$ cat src/rtl/tinyalu_pkg.sv
// rtl/tinyalu_pkg.sv - shared opcode, sequencer state and decode helpers for the tinyalu datapath
package tinyalu_pkg;

  typedef enum logic [3:0] {
    no_op    = 4'h0,
    op_add   = 4'h1,
    op_and   = 4'h2,
    op_xor   = 4'h3,
    op_mul   = 4'h4,
    op_load  = 4'h8,
    op_store = 4'h9
  } alu_opcode_t;

  typedef enum logic [2:0] {
    IDLE,
    ISSUE,
    MEM_WAIT,
    ALU_WAIT,
    RETIRE
  } seq_state_t;

  function automatic logic is_mem_op(input alu_opcode_t o);
    return (o == op_load) || (o == op_store);
  endfunction

  function automatic logic is_alu_op(input alu_opcode_t o);
    return (o == op_add) || (o == op_and) || (o == op_xor) || (o == op_mul);
  endfunction

endpackage

$ cat src/rtl/instr_fifo.sv
// rtl/instr_fifo.sv - synchronous instruction queue with registered full/empty flags
module instr_fifo #(
  parameter int WIDTH = 8,
  parameter int DEPTH = 4
) (
  input  logic             clk,
  input  logic             reset_n,
  input  logic [WIDTH-1:0] in_tdata,
  input  logic             in_tvalid,
  output logic [WIDTH-1:0] out_tdata,
  input  logic             out_tready,
  output logic             full,
  output logic             empty
);

  localparam int PTR_W = $clog2(DEPTH);

  logic [WIDTH-1:0] mem_q [DEPTH];
  logic [WIDTH-1:0] mem_d [DEPTH];
  logic [PTR_W-1:0] wr_ptr_q, wr_ptr_d, rd_ptr_q, rd_ptr_d;
  logic [PTR_W:0]   count_q, count_d;
  logic             full_q, full_d, empty_q, empty_d;
  logic             push, pop;

  assign push      = in_tvalid & ~full_q;
  assign pop       = out_tready & ~empty_q;
  assign out_tdata = mem_q[rd_ptr_q];
  assign full      = full_q;
  assign empty     = empty_q;

  // Pointers are PTR_W wide, so they wrap at DEPTH on their own.
  always_comb begin
    mem_d    = mem_q;
    wr_ptr_d = wr_ptr_q;
    rd_ptr_d = rd_ptr_q;
    if (push) begin
      mem_d[wr_ptr_q] = in_tdata;
      wr_ptr_d        = wr_ptr_q + PTR_W'(1);
    end
    if (pop) begin
      rd_ptr_d = rd_ptr_q + PTR_W'(1);
    end
    count_d = count_q + (PTR_W+1)'(push) - (PTR_W+1)'(pop);
    full_d  = (count_d == (PTR_W+1)'(DEPTH));
    empty_d = (count_d == '0);
  end

  always_ff @(posedge clk) begin
    mem_q <= mem_d;
  end

  always_ff @(posedge clk) begin
    if (!reset_n) begin
      wr_ptr_q <= '0;
      rd_ptr_q <= '0;
      count_q  <= '0;
      full_q   <= 1'b0;
      empty_q  <= 1'b1;
    end else begin
      wr_ptr_q <= wr_ptr_d;
      rd_ptr_q <= rd_ptr_d;
      count_q  <= count_d;
      full_q   <= full_d;
      empty_q  <= empty_d;
    end
  end

endmodule

$ cat src/rtl/instr_sequencer.sv
// rtl/instr_sequencer.sv - queued in-order instruction sequencer driving memory unit and ALU
// Optional INSTR_SEQ_PERF_EN adds retired_cnt / stall_cnt performance counters.
module instr_sequencer
  import tinyalu_pkg::*;
#(
  parameter int DATA_W     = 8,
  parameter int ADDR_W     = 14,
  parameter int NUM_REGS   = 2,
  parameter int FIFO_DEPTH = 4,
  localparam int REG_W     = (NUM_REGS > 1) ? $clog2(NUM_REGS) : 1,
  localparam int INSTR_W   = 4 + ADDR_W + REG_W
) (
  input  logic                clk,
  input  logic                reset_n,
  input  logic [INSTR_W-1:0]  instr,
  input  logic                instr_valid,
  output logic                instr_ready,
  input  logic                mem_done,
  input  logic [DATA_W-1:0]   data,
  input  logic                alu_done,
  input  logic [2*DATA_W-1:0] alu_result,
  output logic                start,
  output logic [DATA_W-1:0]   A,
  output logic [DATA_W-1:0]   B,
  output alu_opcode_t         op,
  output logic [ADDR_W-1:0]   addr,
  output logic [2*DATA_W-1:0] result,
  output logic                load,
  output logic                store,
  output logic                done
`ifdef INSTR_SEQ_PERF_EN
  ,
  output logic [31:0]         retired_cnt,
  output logic [31:0]         stall_cnt
`endif
);

  function automatic logic [REG_W-1:0] wrap_idx(input logic [REG_W-1:0] i);
    return REG_W'({1'b0, i} % (REG_W+1)'(NUM_REGS));
  endfunction

  seq_state_t          state_q, state_d;
  logic [INSTR_W-1:0]  cur_q, cur_d;
  logic [DATA_W-1:0]   regs_q [NUM_REGS];
  logic [DATA_W-1:0]   regs_d [NUM_REGS];
  logic [2*DATA_W-1:0] result_q, result_d;
  alu_opcode_t         op_q, op_d;
  logic [ADDR_W-1:0]   addr_q, addr_d;
  logic [DATA_W-1:0]   a_q, a_d, b_q, b_d;
  logic                start_q, start_d, load_q, load_d, store_q, store_d, done_q, done_d;

  logic                fifo_full, fifo_empty, fifo_pop;
  logic [INSTR_W-1:0]  fifo_head;
  alu_opcode_t         cur_op;
  logic [ADDR_W-1:0]   cur_iaddr;
  logic [REG_W-1:0]    cur_rsel, src_a, src_b;

  instr_fifo #(
    .WIDTH (INSTR_W),
    .DEPTH (FIFO_DEPTH)
  ) u_fifo (
    .clk        (clk),
    .reset_n    (reset_n),
    .in_tdata   (instr),
    .in_tvalid  (instr_valid),
    .out_tdata  (fifo_head),
    .out_tready (fifo_pop),
    .full       (fifo_full),
    .empty      (fifo_empty)
  );

  assign instr_ready = ~fifo_full;

  assign cur_op    = alu_opcode_t'(cur_q[INSTR_W-1 -: 4]);
  assign cur_iaddr = cur_q[REG_W +: ADDR_W];
  assign cur_rsel  = wrap_idx(cur_q[REG_W-1:0]);
  assign src_a     = wrap_idx(cur_iaddr[REG_W-1:0]);
  assign src_b     = wrap_idx(cur_iaddr[2*REG_W-1:REG_W]);

  always_ff @(posedge clk) begin
    if (!reset_n) begin
      state_q  <= IDLE;
      cur_q    <= '0;
      result_q <= '0;
      op_q     <= no_op;
      addr_q   <= '0;
      a_q      <= '0;
      b_q      <= '0;
      start_q  <= 1'b0;
      load_q   <= 1'b0;
      store_q  <= 1'b0;
      done_q   <= 1'b0;
      for (int i = 0; i < NUM_REGS; i++) regs_q[i] <= '0;
    end else begin
      state_q  <= state_d;
      cur_q    <= cur_d;
      result_q <= result_d;
      op_q     <= op_d;
      addr_q   <= addr_d;
      a_q      <= a_d;
      b_q      <= b_d;
      start_q  <= start_d;
      load_q   <= load_d;
      store_q  <= store_d;
      done_q   <= done_d;
      regs_q   <= regs_d;
    end
  end

  always_comb begin
    state_d  = state_q;
    fifo_pop = 1'b0;
    case (state_q)
      IDLE: begin
        if (!fifo_empty) begin
          state_d  = ISSUE;
          fifo_pop = 1'b1;
        end
      end
      ISSUE: begin
        if (is_mem_op(cur_op))      state_d = MEM_WAIT;
        else if (is_alu_op(cur_op)) state_d = ALU_WAIT;
        else                        state_d = RETIRE;
      end
      MEM_WAIT: if (mem_done) state_d = RETIRE;
      ALU_WAIT: if (alu_done) state_d = RETIRE;
      RETIRE:   state_d = IDLE;
      default:  state_d = IDLE;
    endcase
  end

  // Every output is the registered image of its _d value, so each request
  // rises one edge after ISSUE and falls on the edge that sees its done input.
  always_comb begin
    cur_d    = cur_q;
    regs_d   = regs_q;
    result_d = result_q;
    op_d     = op_q;
    addr_d   = addr_q;
    a_d      = a_q;
    b_d      = b_q;
    start_d  = 1'b0;
    load_d   = 1'b0;
    store_d  = 1'b0;
    done_d   = (state_d == RETIRE);
    case (state_q)
      IDLE: begin
        if (!fifo_empty) cur_d = fifo_head;
      end
      ISSUE: begin
        op_d    = cur_op;
        addr_d  = cur_iaddr;
        a_d     = regs_q[src_a];
        b_d     = regs_q[src_b];
        load_d  = (cur_op == op_load);
        store_d = (cur_op == op_store);
        start_d = is_alu_op(cur_op);
      end
      MEM_WAIT: begin
        load_d  = load_q & ~mem_done;
        store_d = store_q & ~mem_done;
        if (mem_done && load_q) regs_d[cur_rsel] = data;
      end
      ALU_WAIT: begin
        start_d = ~alu_done;
        if (alu_done) result_d = alu_result;
      end
      default: ;
    endcase
  end

  assign start  = start_q;
  assign load   = load_q;
  assign store  = store_q;
  assign done   = done_q;
  assign op     = op_q;
  assign addr   = addr_q;
  assign A      = a_q;
  assign B      = b_q;
  assign result = result_q;

`ifdef INSTR_SEQ_PERF_EN
  logic [31:0] retired_cnt_q, retired_cnt_d, stall_cnt_q, stall_cnt_d;

  always_comb begin
    retired_cnt_d = retired_cnt_q + 32'(state_q == RETIRE);
    stall_cnt_d   = stall_cnt_q + 32'(instr_valid & ~instr_ready);
  end

  always_ff @(posedge clk) begin
    if (!reset_n) begin
      retired_cnt_q <= '0;
      stall_cnt_q   <= '0;
    end else begin
      retired_cnt_q <= retired_cnt_d;
      stall_cnt_q   <= stall_cnt_d;
    end
  end

  assign retired_cnt = retired_cnt_q;
  assign stall_cnt   = stall_cnt_q;
`endif

endmodule
$ cat config.mk
export PLATFORM = sky130hd
export DESIGN_NAME = instr_sequencer
export DESIGN_NICKNAME = d
export VERILOG_FILES = /design/src/rtl/tinyalu_pkg.sv /design/src/rtl/instr_fifo.sv /design/src/rtl/instr_sequencer.sv
export SDC_FILE = /design/constraint.sdc
export NUM_CORES = 1
export LEC_CHECK = 0
export CAP_MARGIN = 20
export CORE_MARGIN = 2
export CORE_UTILIZATION = 50
export CTS_BUF_LIST = sky130_fd_sc_hd__clkbuf_16
export CTS_CLUSTER_DIAMETER = 100
export CTS_CLUSTER_SIZE = 12
export DETAILED_ROUTE_END_ITERATION = 10
export PLACE_DENSITY = 0.73
export SYNTH_ARGS = -nofsm -noshare
export SYNTH_HDL_FRONTEND = slang
export SYNTH_SLANG_ARGS = --single-unit
$ cat constraint.sdc
create_clock -name clk -period 2.7 [get_ports clk]
set_input_delay 0.54 -clock clk [delete_from_list [all_inputs] [get_ports clk]]
set_output_delay 0.54 -clock clk [all_outputs]
set_load 0.05 [all_outputs]
==> insert_results.sql, run 1 <==
INSERT INTO impl_metrics (metric_group, metric, value, unit) VALUES
('timing', 'final_period_demand_of_the_worst_path', '2.456', 'ns'),
('worst_hold_path', 'timing.hold.worst.start', 'result[9]$_SDFFE_PN0P_', ''),
('pwr', 'internal-power', '5.442', 'mW'),
('clocking', 'tritoncts', 'done', ''),
('global_routing', 'grt_use_total', '0.1894', ''),
('clocking', 'number_of_buffers_inserted_during_clock_tree_synthesis', '17', ''),
('timing', 'final.period_utilization', '0.9098', ''),
('timing', 'max_freq', '407.1', 'MHz'),
('timing', 'final.setup.tns', '0', 'ns'),
('logic_synthesis', 'ys_seq_elements', '177', ''),
('routing', 'drc_errors', '0', ''),
('pwr', 'netSwitchingPower', '2.638', 'mW'),
('pwr', 'vdd.ir_drop.worst', '0.0005326', 'V'),
('timing', 'hold_slack', '0.4558', 'ns'),
('routing', 'route.vias.total', '4247', ''),
('timing', 'report.final.setup_viol', '0', ''),
('global_routing', 'grt_pass1_wl', '20.70', 'mm'),
('clocking', 'cts_num_sinks', '177', ''),
('run', 'maxCapViolations', '0', ''),
('logic_synthesis', 'synthesized_netlist_cell_count', '519', ''),
('die', 'core_region', '13140', 'µm²'),
('global_routing', 'grt.busiest_layer', 'met2', ''),
('finish', 'area_added_between_synthesis_and_finish', '26.71', '%'),
('finish', 'drive_above_1_share', '0.1101', ''),
('global_routing', 'grt_util_met1', '0.2215', ''),
('logic_synthesis', 'postSynthAreaPerCell', '12.82', 'µm²'),
('die', 'io-pin-count', '103', ''),
('pwr', 'static-leakage-power', '2.901', 'nW'),
('clocking', 'cts.repair_timing.setup_buffer_count', '0', ''),
('placed_design', 'placedInstanceArea', '7885', 'µm²'),
('timing', 'grt_setup_unrepaired', 'false', ''),
('placed_design', 'place_ws', '0.2977', 'ns'),
('logic_synthesis', 'postSynth.topFlopCell', 'sky130_fd_sc_hd__dfxtp_1', ''),
('clocking', 'cts_buffer_depth', '2', ''),
('worst_setup_path', 'path_class', 'flip-flop to flip-flop', ''),
('global_routing', 'first_global_vias', '4248', ''),
('pwr', 'post-layout-total-power', '8.081', 'mW'),
('pwr', 'power.combinational.fraction', '0.289', ''),
('routing', 'routed_via_density', '5.230', ''),
('logic_synthesis', 'synth_seq_area_share', '0.6470', ''),
('finish', 'final-instance-count-excl-fill', '812', ''),
('finish', 'num-fill-cells', '1011', ''),
('logic_synthesis', 'synth-edff-count', '76', ''),
('logic_synthesis', 'synth_warnings', '0', ''),
('finish', 'layout_commonest_cell', 'sky130_fd_sc_hd__clkdlybuf4s50_1', ''),
('clocking', 'cts.root.buffer_cell', 'sky130_fd_sc_hd__clkbuf_16', ''),
('worst_setup_path', 'critical_path_peak_fanout', '4', ''),
('finish', 'final_non_filler_cell_area', '8429', 'µm²'),
('placed_design', 'dp.cells', '780', ''),
('die', 'die-area', '14240', 'µm²'),
('placed_design', 'place.port_buffers', '102', ''),
('timing', 'finalHoldViolCount', '0', ''),
('pwr', 'power_switching_share', '0.3265', ''),
('logic_synthesis', 'netlist_area', '6653', 'µm²'),
('finish', 'fin_nets', '678', ''),
('logic_synthesis', 'netlist-cell-type-count', '44', ''),
('pwr', 'power.density', '958.6', 'nW/µm²'),
('run_status', 'run_status', 'finished, final reports clean', ''),
('routing', 'postRouteAntennaNets', '0', ''),
('timing', 'finalClockSkew', '0.005250', 'ns'),
('global_routing', 'groute.layer.met3.usage', '0.05651', ''),
('worst_setup_path', 'critical_path_required', '3.05', 'ns'),
('global_routing', 'grt_overflow_total', '0', ''),
('placed_design', 'globalplace.congestion', '0.7590', ''),
('clocking', 'post_cts_hold_buffer_count', '0', ''),
('routing', 'detail_route.iter0.violations', '252', ''),
('finish', 'num_antenna_cells', '0', ''),
('timing', 'timing_worst_slew_pin_value', '0.7125', 'ns'),
('clocking', 'ctsResizeCount', '0', ''),
('die', 'chipWidth', '119.4', 'µm'),
('routing', 'pre_repair_dr_iteration_count', '4', '');
-- logic make-up (layout without fill, tap and decap cells) --
group | Yosys count | count (layout) | share of synthesized area
fa+ha+maj | 7 | 7 | 0.01429
simple gates | 152 | 152 | 0.1061
xor+xnor | 4 | 4 | 0.007335
buf+inv | 44 | 161 | 0.02990
compound gates | 82 | 82 | 0.07993
flops | 177 | 177 | 0.6470
mux | 53 | 53 | 0.1155
-- routing by layer --
| layer | vias up | wire, µm |
|---|---|---|
| met1 | 2024 | 5479 |
| met3 | 30 | 596 |
| met5 | - | 0 |
| met4 | 0 | 340 |
| li1 | 2078 | - |
| met2 | 115 | 6531 |
-- layout make-up --
| cell class | instances | area (µm²) | area share |
|---|---|---|---|
| Sequential cell | 177 | 4304 | 0.5106 |
| Multi-Input combinational cell | 298 | 2161 | 0.2563 |
| Timing Repair Buffer | 118 | 1154 | 0.1369 |
| Clock buffer | 17 | 425.4 | 0.05047 |
| Tap cell | 176 | 220.2 | 0.02612 |
| Clock inverter | 15 | 118.9 | 0.01410 |
| Inverter | 11 | 46.29 | 0.005492 |
-- critical path, cell delays in order (launching register included) --
cell	delay [ns]
sky130_fd_sc_hd__dfxtp_1	0.31
sky130_fd_sc_hd__or4_4	0.60
sky130_fd_sc_hd__clkinv_4	0.10
sky130_fd_sc_hd__ha_1	0.22
sky130_fd_sc_hd__inv_1	0.05
sky130_fd_sc_hd__ha_1	0.17
sky130_fd_sc_hd__fa_1	0.44
sky130_fd_sc_hd__or2_2	0.32
sky130_fd_sc_hd__o21ai_0	0.16
-- power by group through the flow --
stage | logic (mW) | registers [mW] | clock network [mW]
floorplan | 1.23 | 3.95 | 0
global placement | 2.29 | 3.53 | 0
detailed placement | 2.35 | 3.55 | 0
CTS | 2.37 | 3.49 | 2.30
global route | 2.51 | 3.54 | 2.41
finish | 2.34 | 3.49 | 2.25
-- registers in the layout, indices dropped and copies added (netlist names), 2 cells and up --
register,cells
u_fifo.mem_q,76
cur_q,19
regs_q,16
result,16
addr,14
A,8
B,8
op,4
state_q,3
u_fifo.count_q,3
u_fifo.rd_ptr_q,2
u_fifo.wr_ptr_q,2
-- cell usage after synthesis, types with 4 or more instances --
| library cell | number | area share |
|---|---|---|
| sky130_fd_sc_hd__a211oi_1 | 17 | 0.019 |
| sky130_fd_sc_hd__a21oi_1 | 37 | 0.028 |
| sky130_fd_sc_hd__a22o_1 | 19 | 0.025 |
| sky130_fd_sc_hd__and2_1 | 6 | 0.0056 |
| sky130_fd_sc_hd__buf_1 | 4 | 0.0023 |
| sky130_fd_sc_hd__buf_2 | 8 | 0.0060 |
| sky130_fd_sc_hd__clkbuf_1 | 18 | 0.010 |
| sky130_fd_sc_hd__dfxtp_1 | 101 | 0.30 |
| sky130_fd_sc_hd__edfxtp_1 | 76 | 0.34 |
| sky130_fd_sc_hd__ha_1 | 6 | 0.011 |
| sky130_fd_sc_hd__inv_1 | 9 | 0.0051 |
| sky130_fd_sc_hd__mux2i_1 | 34 | 0.051 |
| sky130_fd_sc_hd__mux4_2 | 19 | 0.064 |
| sky130_fd_sc_hd__nand2_1 | 98 | 0.055 |
| sky130_fd_sc_hd__nand4b_1 | 4 | 0.0053 |
| sky130_fd_sc_hd__nor2_1 | 22 | 0.012 |
| sky130_fd_sc_hd__o21ai_1 | 5 | 0.0038 |
-- worst paths after layout --
check | slack [ns] | cells after the start | to
setup / recovery | 0.24 | 8 | u_fifo.empty$_SDFF_PN1_
hold / removal | 0.46 | 2 | result[9]$_SDFFE_PN0P_
setup reg to reg | 0.24 | 8 | u_fifo.empty$_SDFF_PN1_
hold reg to reg | 0.46 | 2 | result[9]$_SDFFE_PN0P_
No activity file was read; power rests on OpenSTA's default activity.
==> inputs of run 2 (changes only) <==
--- a/config.mk
+++ b/config.mk
@@ -12,7 +12,8 @@
 export CTS_CLUSTER_DIAMETER = 100
 export CTS_CLUSTER_SIZE = 12
 export DETAILED_ROUTE_END_ITERATION = 10
-export PLACE_DENSITY = 0.73
+export DONT_BUFFER_PORTS = 1
+export PLACE_DENSITY = 0.63
 export SYNTH_ARGS = -nofsm -noshare
 export SYNTH_HDL_FRONTEND = slang
 export SYNTH_SLANG_ARGS = --single-unit
==> insert_results.sql, run 2 (synthesis results as in run 1) <==
INSERT INTO impl_metrics (metric_group, metric, value, unit) VALUES
('worst_setup_path', 'crit_path_end_kind', 'flip-flop', ''),
('routing', 'route.vias.total', '3850', ''),
('timing', 'slew_headroom', '0.5231', ''),
('timing', 'finalHoldViolCount', '0', ''),
('run', 'maxCapViolations', '0', ''),
('placed_design', 'place.port_buffers', '0', ''),
('die', 'die-area', '14240', 'µm²'),
('timing', 'final.period_utilization', '0.8836', ''),
('worst_setup_path', 'crit_chain', 'or4_4 -> clkinv_4 -> ha_1 -> inv_1 -> ha_1 -> fa_1 -> or2_2 -> o21ai_0', ''),
('finish', 'final-instance-count-excl-fill', '707', ''),
('die', 'initial_utilization', '0.5064', ''),
('finish', 'fin_util', '0.5594', ''),
('clocking', 'ctsResizeCount', '0', ''),
('clocking', 'tritoncts', 'done', ''),
('finish', 'regMostFlops', 'u_fifo.mem_q', ''),
('worst_setup_path', 'slowest_stage', 'sky130_fd_sc_hd__or4_4', ''),
('clocking', 'clk_pin_slew', '0.06', 'ns'),
('worst_setup_path', 'rrSetupSlack', '0.31', 'ns'),
('clocking', 'post_cts_hold_buffer_count', '0', ''),
('run_status', 'run_status', 'finished, final reports clean', ''),
('die', 'chipWidth', '119.4', 'µm'),
('timing', 'finalClockSkew', '0.008267', 'ns'),
('routing', 'postRouteAntennaNets', '0', ''),
('timing', 'max_freq', '419.2', 'MHz'),
('die', 'core_region', '13140', 'µm²'),
('worst_hold_path', 'holdCritPathClass', 'primary input to flip-flop', ''),
('die', 'io-pin-count', '103', ''),
('worst_setup_path', 'critPathMaxStageDelay', '0.60', 'ns'),
('worst_setup_path', 'worst_path_most_repeated_cell', 'sky130_fd_sc_hd__ha_1', ''),
('global_routing', 'grt_pass1_wl', '19.58', 'mm'),
('worst_setup_path', 'critPathBufInv', '2', ''),
('timing', 'final.setup.tns', '0', 'ns'),
('die', 'num_rows', '42', ''),
('placed_design', 'dp.cells', '676', ''),
('timing', 'slew_viol_final', '0', ''),
('timing', 'report.final.setup_viol', '0', ''),
('pwr', 'power.density', '1032', 'nW/µm²'),
('worst_setup_path', 'critical_path_peak_fanout', '4', ''),
('routing', 'drc_errors', '0', ''),
('routing', 'totalWireLength', '12.08', 'mm'),
('timing', 'timing_worst_slew_pin_value', '0.7153', 'ns'),
('worst_setup_path', 'path_class', 'flip-flop to flip-flop', ''),
('routing', 'pre_repair_dr_iteration_count', '4', ''),
('placed_design', 'globalplace.congestion', '0.7399', ''),
('global_routing', 'grt_max_degree', '37', ''),
('routing', 'routed_via_density', '5.446', ''),
('timing', 'hold_slack', '0.2159', 'ns'),
('global_routing', 'grt_antenna_before_repair', '0', ''),
('finish', 'largestRegisters', 'u_fifo.mem_q: 76 flops, cur_q: 19 flops', ''),
('clocking', 'cts_buffer_depth', '2', ''),
('routing', 'detail_route.iter0.violations', '186', ''),
('finish', 'layout_commonest_cell', 'sky130_fd_sc_hd__dfxtp_1', ''),
('timing', 'final_period_demand_of_the_worst_path', '2.386', 'ns'),
('global_routing', 'first_global_vias', '3853', ''),
('routing', 'wire_per_inst', '17.08', 'µm'),
('finish', 'largest_register_ff_count', '76', ''),
('finish', 'drive_above_1_share', '0.1243', ''),
('clocking', 'clock_tree.htree_level_count', '4', ''),
('clocking', 'insertion_delay', '0.42', 'ns'),
('pwr', 'vdd.ir_drop.worst', '0.0005353', 'V'),
('pwr', 'static-leakage-power', '2.527', 'nW'),
('finish', 'fin_nets', '574', ''),
('clocking', 'cts.root.buffer_cell', 'sky130_fd_sc_hd__clkbuf_16', ''),
('die', 'die_h', '119.4', 'µm'),
('global_routing', 'grt_use_total', '0.1809', ''),
('clocking', 'number_of_buffers_inserted_during_clock_tree_synthesis', '17', ''),
('clocking', 'cts_num_sinks', '177', ''),
('finish', 'num-fill-cells', '1067', ''),
('finish', 'num_antenna_cells', '0', ''),
('global_routing', 'grt_overflow_total', '0', ''),
('worst_setup_path', 'worst_ep_arrival_time', '2.73', 'ns'),
('finish', 'area_added_between_synthesis_and_finish', '10.48', '%'),
('worst_setup_path', 'critical_path_required', '3.04', 'ns'),
('finish', 'layout_common_cells', '101 x sky130_fd_sc_hd__dfxtp_1, 98 x sky130_fd_sc_hd__nand2_1, 76 x sky130_fd_sc_hd__edfxtp_1, 37 x sky130_fd_sc_hd__a21oi_1, 34 x sky130_fd_sc_hd__mux2i_1', ''),
('clocking', 'cts.repair_timing.setup_buffer_count', '0', ''),
('placed_design', 'place.detailed.hpwl', '8.053', 'mm'),
('worst_setup_path', 'timing.critical_path.max_delay_family', 'simple AND/OR/NAND/NOR gates', ''),
('timing', 'grt_setup_unrepaired', 'false', ''),
('worst_setup_path', 'setup.worst_path.start_class', 'flip-flop', '');
==> run 2: cell type report <==
type,instances,area [µm²],area share
flip-flops and latches,177,4304,0.5856
inverters,11,46.29,0.006299
clock inverters,14,87.58,0.01192
repair buffers,14,105.1,0.01430
clock buffers,17,425.4,0.05788
well taps,176,220.2,0.02996
multi-input cells,298,2161,0.2940
==> run 2: final timing paths <==
check / start / to / cells after the start
worst min-delay path: instr[11] / u_fifo.mem_q[11]$_DFFE_PP_ / 0
worst max-delay path: state_q[2]$_SDFF_PN0_ / u_fifo.empty$_SDFF_PN1_ / 8
worst min register to register: cur_q[4]$_SDFFE_PN0P_ / addr[3]$_SDFFE_PN0P_ / 2
worst max register to register: state_q[2]$_SDFF_PN0_ / u_fifo.empty$_SDFF_PN1_ / 8
==> run 2: report_power, final <==
part	total (mW)	switching (mW)	internal, mW
combinational	1.42	0.749	0.669
clock	2.14	0.912	1.23
sequential	4.02	0.814	3.21
==> run 2: through the flow <==
stage	cell area (µm²)	setup WS (ns)	total power, mW
after detailed placement	6837	0.3078	5.534
after global routing	7350	0.1960	7.982
after floorplan	6653	0.3027	5.178
after CTS	7350	0.2969	7.676
after global placement	6837	0.3428	5.472
final	7350	0.3144	7.584
==> run 2: layer usage <==
metal | global-route usage | up-vias | wire length, µm
li1 | - | 1870 | -
met1 | 0.2188 | 1879 | 5328
met2 | 0.2985 | 92 | 5831
met3 | 0.06657 | 9 | 826
met4 | 0.06471 | 0 | 91
met5 | 0 | - | 0
